`src/rtl/seq_alu_pkg.sv`:
```
// rtl/seq_alu_pkg.sv - opcode and state types shared by the sequential ALU and its bench
package seq_alu_pkg;

   typedef enum logic [2:0] {
      OP_AND = 3'b000,
      OP_OR  = 3'b001,
      OP_XOR = 3'b010,
      OP_ADD = 3'b011,
      OP_SUB = 3'b100,
      OP_SHL = 3'b101,
      OP_MUL = 3'b110,
      OP_NOT = 3'b111
   } op_e;

   typedef enum logic [1:0] {
      IDLE = 2'b00,
      BUSY = 2'b01,
      DONE = 2'b10
   } state_e;

   localparam logic [2:0] OPC_AND = 3'b000;
   localparam logic [2:0] OPC_OR  = 3'b001;
   localparam logic [2:0] OPC_XOR = 3'b010;
   localparam logic [2:0] OPC_ADD = 3'b011;
   localparam logic [2:0] OPC_SUB = 3'b100;
   localparam logic [2:0] OPC_SHL = 3'b101;
   localparam logic [2:0] OPC_MUL = 3'b110;
   localparam logic [2:0] OPC_NOT = 3'b111;

endpackage

```
`src/rtl/seq_alu_hs_mul.sv`:
```
// rtl/seq_alu_hs_mul.sv - shift-add serial multiplier, one partial product per cycle
module alu_mul_serial #(
   parameter int WIDTH = 4
) (
   input  logic             clk,
   input  logic             rst,
   input  logic             start,
   input  logic [WIDTH-1:0] a,
   input  logic [WIDTH-1:0] b,
   output logic             done,
   output logic [WIDTH-1:0] product,
   output logic             ovf
);

   localparam int CNT_W = $clog2(WIDTH + 1);
   localparam int PW    = 2 * WIDTH;
   localparam logic [CNT_W-1:0] CNT_LAST = CNT_W'(WIDTH);

   logic [PW-1:0]    mcand_q, mcand_d;
   logic [PW-1:0]    acc_q, acc_d;
   logic [WIDTH-1:0] mplier_q, mplier_d;
   logic [CNT_W-1:0] cnt_q, cnt_d;
   logic             busy_q, busy_d;

   // done is held for one cycle after the last iteration so the top can register the result
   always_comb begin
      mcand_d  = mcand_q;
      acc_d    = acc_q;
      mplier_d = mplier_q;
      cnt_d    = cnt_q;
      busy_d   = busy_q;
      if (start) begin
         mcand_d  = {{WIDTH{1'b0}}, a};
         mplier_d = b;
         acc_d    = '0;
         cnt_d    = '0;
         busy_d   = 1'b1;
      end else if (busy_q) begin
         if (cnt_q == CNT_LAST) begin
            busy_d = 1'b0;
         end else begin
            if (mplier_q[0]) begin
               acc_d = acc_q + mcand_q;
            end
            mcand_d  = mcand_q << 1;
            mplier_d = mplier_q >> 1;
            cnt_d    = cnt_q + CNT_W'(1);
         end
      end
   end

   always_ff @(posedge clk) begin
      if (rst) begin
         mcand_q  <= '0;
         acc_q    <= '0;
         mplier_q <= '0;
         cnt_q    <= '0;
         busy_q   <= 1'b0;
      end else begin
         mcand_q  <= mcand_d;
         acc_q    <= acc_d;
         mplier_q <= mplier_d;
         cnt_q    <= cnt_d;
         busy_q   <= busy_d;
      end
   end

   assign done    = busy_q && (cnt_q == CNT_LAST);
   assign product = acc_q[WIDTH-1:0];
   assign ovf     = |acc_q[PW-1:WIDTH];

endmodule

```
`src/rtl/seq_alu_hs.sv`:
```
// rtl/seq_alu_hs.sv - registered 8-op ALU with valid/ready on operands and result
module seq_alu_hs
   import seq_alu_pkg::*;
#(
   parameter int WIDTH = 4
) (
   input  logic             clk,
   input  logic             rst,
   input  logic             in_valid,
   output logic             in_ready,
   input  logic [WIDTH-1:0] A,
   input  logic [WIDTH-1:0] B,
   input  logic [2:0]       N,
   output logic             out_valid,
   input  logic             out_ready,
   output logic [WIDTH-1:0] X,
   output logic             C,
   output logic             Z
);

   state_e           state_q, state_d;
   logic             in_ready_q, in_ready_d;
   logic             out_valid_q, out_valid_d;
   logic [WIDTH-1:0] x_q, x_d;
   logic             c_q, c_d;
   logic             z_q, z_d;

   op_e              op;
   logic [WIDTH:0]   sum, diff;
   logic             shl_big;
   logic [WIDTH-1:0] alu_x;
   logic             alu_c;
   logic             mul_start, mul_done, mul_ovf;
   logic [WIDTH-1:0] mul_x;

   assign op        = op_e'(N);
   assign mul_start = in_ready_q && in_valid && (op == OP_MUL);

   alu_mul_serial #(.WIDTH(WIDTH)) u_mul (
      .clk     (clk),
      .rst     (rst),
      .start   (mul_start),
      .a       (A),
      .b       (B),
      .done    (mul_done),
      .product (mul_x),
      .ovf     (mul_ovf)
   );

   // single-cycle datapath; MUL goes through the serial unit instead
   always_comb begin
      sum     = {1'b0, A} + {1'b0, B};
      diff    = {1'b0, A} - {1'b0, B};
      shl_big = ({1'b0, B} >= (WIDTH + 1)'(WIDTH));
      alu_x   = '0;
      alu_c   = 1'b0;
      case (op)
         OP_AND: alu_x = A & B;
         OP_OR:  alu_x = A | B;
         OP_XOR: alu_x = A ^ B;
         OP_ADD: begin
            alu_x = sum[WIDTH-1:0];
            alu_c = sum[WIDTH];
         end
         OP_SUB: begin
            alu_x = diff[WIDTH-1:0];
            alu_c = diff[WIDTH];
         end
         OP_SHL: alu_x = shl_big ? '0 : (A << B);
         OP_NOT: alu_x = ~A;
         default: alu_x = '0;
      endcase
   end

   always_comb begin
      state_d     = state_q;
      in_ready_d  = in_ready_q;
      out_valid_d = out_valid_q;
      x_d         = x_q;
      c_d         = c_q;
      z_d         = z_q;
      case (state_q)
         IDLE: begin
            if (in_valid) begin
               in_ready_d = 1'b0;
               if (op == OP_MUL) begin
                  state_d = BUSY;
               end else begin
                  state_d     = DONE;
                  out_valid_d = 1'b1;
                  x_d         = alu_x;
                  c_d         = alu_c;
                  z_d         = (alu_x == '0);
               end
            end
         end
         BUSY: begin
            if (mul_done) begin
               state_d     = DONE;
               out_valid_d = 1'b1;
               x_d         = mul_x;
               c_d         = mul_ovf;
               z_d         = (mul_x == '0);
            end
         end
         DONE: begin
            if (out_ready) begin
               state_d     = IDLE;
               out_valid_d = 1'b0;
               in_ready_d  = 1'b1;
            end
         end
         default: begin
            state_d     = IDLE;
            in_ready_d  = 1'b1;
            out_valid_d = 1'b0;
         end
      endcase
   end

   always_ff @(posedge clk) begin
      if (rst) begin
         state_q     <= IDLE;
         in_ready_q  <= 1'b1;
         out_valid_q <= 1'b0;
         x_q         <= '0;
         c_q         <= 1'b0;
         z_q         <= 1'b0;
      end else begin
         state_q     <= state_d;
         in_ready_q  <= in_ready_d;
         out_valid_q <= out_valid_d;
         x_q         <= x_d;
         c_q         <= c_d;
         z_q         <= z_d;
      end
   end

   assign in_ready  = in_ready_q;
   assign out_valid = out_valid_q;
   assign X         = x_q;
   assign C         = c_q;
   assign Z         = z_q;

endmodule

```
`config.mk`:
```
export PLATFORM = sky130hd
export DESIGN_NAME = seq_alu_hs
export DESIGN_NICKNAME = d
export VERILOG_FILES = /design/src/rtl/seq_alu_pkg.sv /design/src/rtl/seq_alu_hs_mul.sv /design/src/rtl/seq_alu_hs.sv
export SDC_FILE = /design/constraint.sdc
export NUM_CORES = 1
export LEC_CHECK = 0
export CAP_MARGIN = 20
export CORE_AREA = 4 4 79 81
export DETAILED_ROUTE_END_ITERATION = 10
export DIE_AREA = 0 0 83 85
export RECOVER_POWER = 50
export SLEW_MARGIN = 10
export SYNTH_ARGS = -nofsm -noshare
export SYNTH_HDL_FRONTEND = slang
export SYNTH_SLANG_ARGS = --single-unit
```
`constraint.sdc`:
```
create_clock -name clk -period 4.5 [get_ports clk]
set_input_delay 0.45 -clock clk [delete_from_list [all_inputs] [get_ports clk]]
set_output_delay 0.45 -clock clk [all_outputs]
set_load 0.02 [all_outputs]
```
==> metrics.txt <==
CTS tree=yes; min-delay worst type=reg2reg; initial antenna violation count=0; Rows=27; Pins Over Slew Limit=0; ANT nets after route=0; synth warn=0; Critical Path RT=between 4000 and 5000 ps; setup TNS=0 ps; Fmax=approximately 330 MHz; WL per Instance=14.6 um; Min Clock Period, post-route=slightly above 3000 ps; fraction of registers with async set/reset=0%; Placer Congestion=0.902; largest net degree at the start of global routing=21; Post-Layout Inst Area=~2700 um2; syn_area_per_cell=between 7 and 8 um2; DRT iter0 DRCs=77; die width=about 83 um; ys flop type=dfxtp_1; global route overflow=0; total global-route track usage=16.8%; P_leak=1.08 nW; Die H=roughly 85 um; routed wire length=around 5.8 mm; CTS H-tree depth=2; Boundary Pins=23; sequential cell area fraction in the yosys report=28.4%; Inst Count DP=between 300 and 400; post-layout util=50.0%; root buffer cell=clkbuf_8; drt pass-1 iters=4; RSZ-0062 raised after global routing=false; nets=363; diodes inserted=0; placed inst area=around 2700 um2; global-route wire length before repair=9.85 mm; critical path startpoint category=primary input; post-CTS sizing=0; Remaining DRCs=0; Max-Cap Viols=0; Seq cells post-synth=34; Netlist cell types=52; via count=between 2000 and 2500; Clock Latency Late Sink=about 290 ps; Final period util=between 60% and 70%; HPWL Detailed=roughly 4.3 mm; Syn Nets=349; Final Hold Vio Count=0; pwr dens=approximately 250 nW/um2; CP max FO=19; Max Clock Skew=about 11 ps; worst hold slack=between 400 and 500 ps; Post-Syn Instances=slightly above 300; status=complete, no violations; number of global-route vias before repair=~2000; Post-Syn Area=~2400 um2; slew margin rel.=between 40% and 50%; Max clock buf depth=2; area grow syn2layout=14.0%; critical path arrival=between 3000 and 4000 ps; post-DR vias/cell=around 5.4; core area=roughly 5500 um2; clock buffer count from CTS=5; PortBufs=22; hold_buf cts=0; CP Class=in2reg; endpoint type of the worst setup path=register; worst slew pin tran=between 700 and 800 ps; Final setup viols=0; post-CTS setup buffer count=0; VDD IR max=0.131 mV; die footprint=approximately 7000 um2; number of flops mapped to enable cells by yosys=0; CTS sink cnt=34; layout cells sized above 1=4.00%; Non-Filler Instances=between 300 and 400; clk slew on worst S/H paths=80 ps; Initial Utilization=a little over two fifths
flip-flops by register name (all words and copies together) (netlist names):
name,flops
X,4
in_ready,1
Z,1
state_q,2
C,1
u_mul.mcand_q,8
u_mul.mplier_q,4
u_mul.cnt_q,3
out_valid,1
u_mul.acc_q,8
u_mul.busy_q,1
path summary, 6_finish.rpt:
path,start,end,slack (ps),cells after the start
setup / recovery,N[0],u_mul.acc_q[6]$_SDFFE_PP0P_,1440,6
hold / removal,X[1]$_SDFFE_PP0P_,X[1]$_SDFFE_PP0P_,470,2
setup reg to reg,u_mul.cnt_q[0]$_SDFFE_PP0P_,u_mul.acc_q[6]$_SDFFE_PP0P_,2460,8
hold reg to reg,X[1]$_SDFFE_PP0P_,X[1]$_SDFFE_PP0P_,470,2
cells in the final DEF (no fill, tap or decap), drive strengths merged, types with 4 or more instances in the layout:
cell / count
mux2i: 6
nor3: 7
nand2b: 7
o211ai: 4
dfxtp: 34
clkbuf: 6
ha: 21
dlygate4sd3: 10
a311oi: 9
o21ai: 11
nor2: 27
nor2b: 10
nand3: 13
a21oi: 25
clkdlybuf4s50: 12
nand2: 43
inv: 21
cell usage after synthesis (2+ instances only):
cell type  count  area (um2)
o22ai_1        2        12.5
nor2_1        27         101
a21o_1         2        15.0
and3b_1        3        26.3
o21bai_1       3        22.5
o21ai_0       10        50.1
nor3b_1        2        15.0
clkbuf_1      11        41.3
or3_1          3        18.8
nand3_1       12        60.1
a21oi_1       25         125
ha_1          21         263
nand4_1        2        12.5
dfxtp_1       34         681
nor3_1         7        35.0
o21a_1         3        22.5
nand2_1       43         161
a311oi_1       8        70.1
buf_2          6        30.0
mux2i_1        6        60.1
inv_1         21        78.8
nand3b_1       3        22.5
and3_1         2        12.5
nor4_1         2        12.5
o311ai_0       2        17.5
xnor2_1        3        26.3
o211ai_1       4        30.0
nor2b_1       10        62.6
fa_1           3        60.1
xor2_1         2        17.5
nand2b_1       7        43.8
final cells by class:
cell class / count / area (um2)
fill: 565 / 2740
multi-input combinational: 238 / 1560
sequential: 34 / 681
timing repair buffer: 24 / 235
tap: 72 / 90.1
inverter: 21 / 78.8
clock buffer: 6 / 72.6
clock inverter: 2 / 13.8
where the power goes:
part | internal, mW | switching [mW]
combinational | 0.0599 | 0.0759
sequential | 0.311 | 0.00789
clock | 0.109 | 0.118
total | 0.480 | 0.202
worst max-delay path, stage by stage:
cell and delay (ps):
dlygate4sd3_1 930, and3b_1 280, nand3_1 410, nand2b_1 490, or4_1 620, o211ai_1 90
stage by stage:
step                      power, mW  worst slack, ps
final                         0.682             1440
after CTS                     0.692             1660
after detailed placement      0.465             1360
after global placement        0.464             1390
after global routing          0.721             1200
after floorplan               0.414             2100
metal layers:
layer  global-route usage [%]  wire length, um  vias to the layer above
met5                        0                0                        -
met4                     4.75               78                        0
met3                     3.79              172                        7
met2                     27.3             2720                       34
met1                     22.4             2840                      973
li1                         -                -                     1115
logic make-up (layout without fill, tap and decap cells):
logic type / Yosys count / after routing / share of synthesized area (%)
XOR/XNOR: 5 / 5 / 1.83
AO/OA/AOI/OAI: 70 / 70 / 19.4
adder cells (fa/ha/maj): 24 / 24 / 13.5
AND/OR/NAND/NOR: 132 / 132 / 27.8
buffers and inverters: 38 / 53 / 6.26
multiplexers: 7 / 7 / 2.97
flip-flops: 34 / 34 / 28.4
Note: power is estimated with default switching activity, not from simulation.
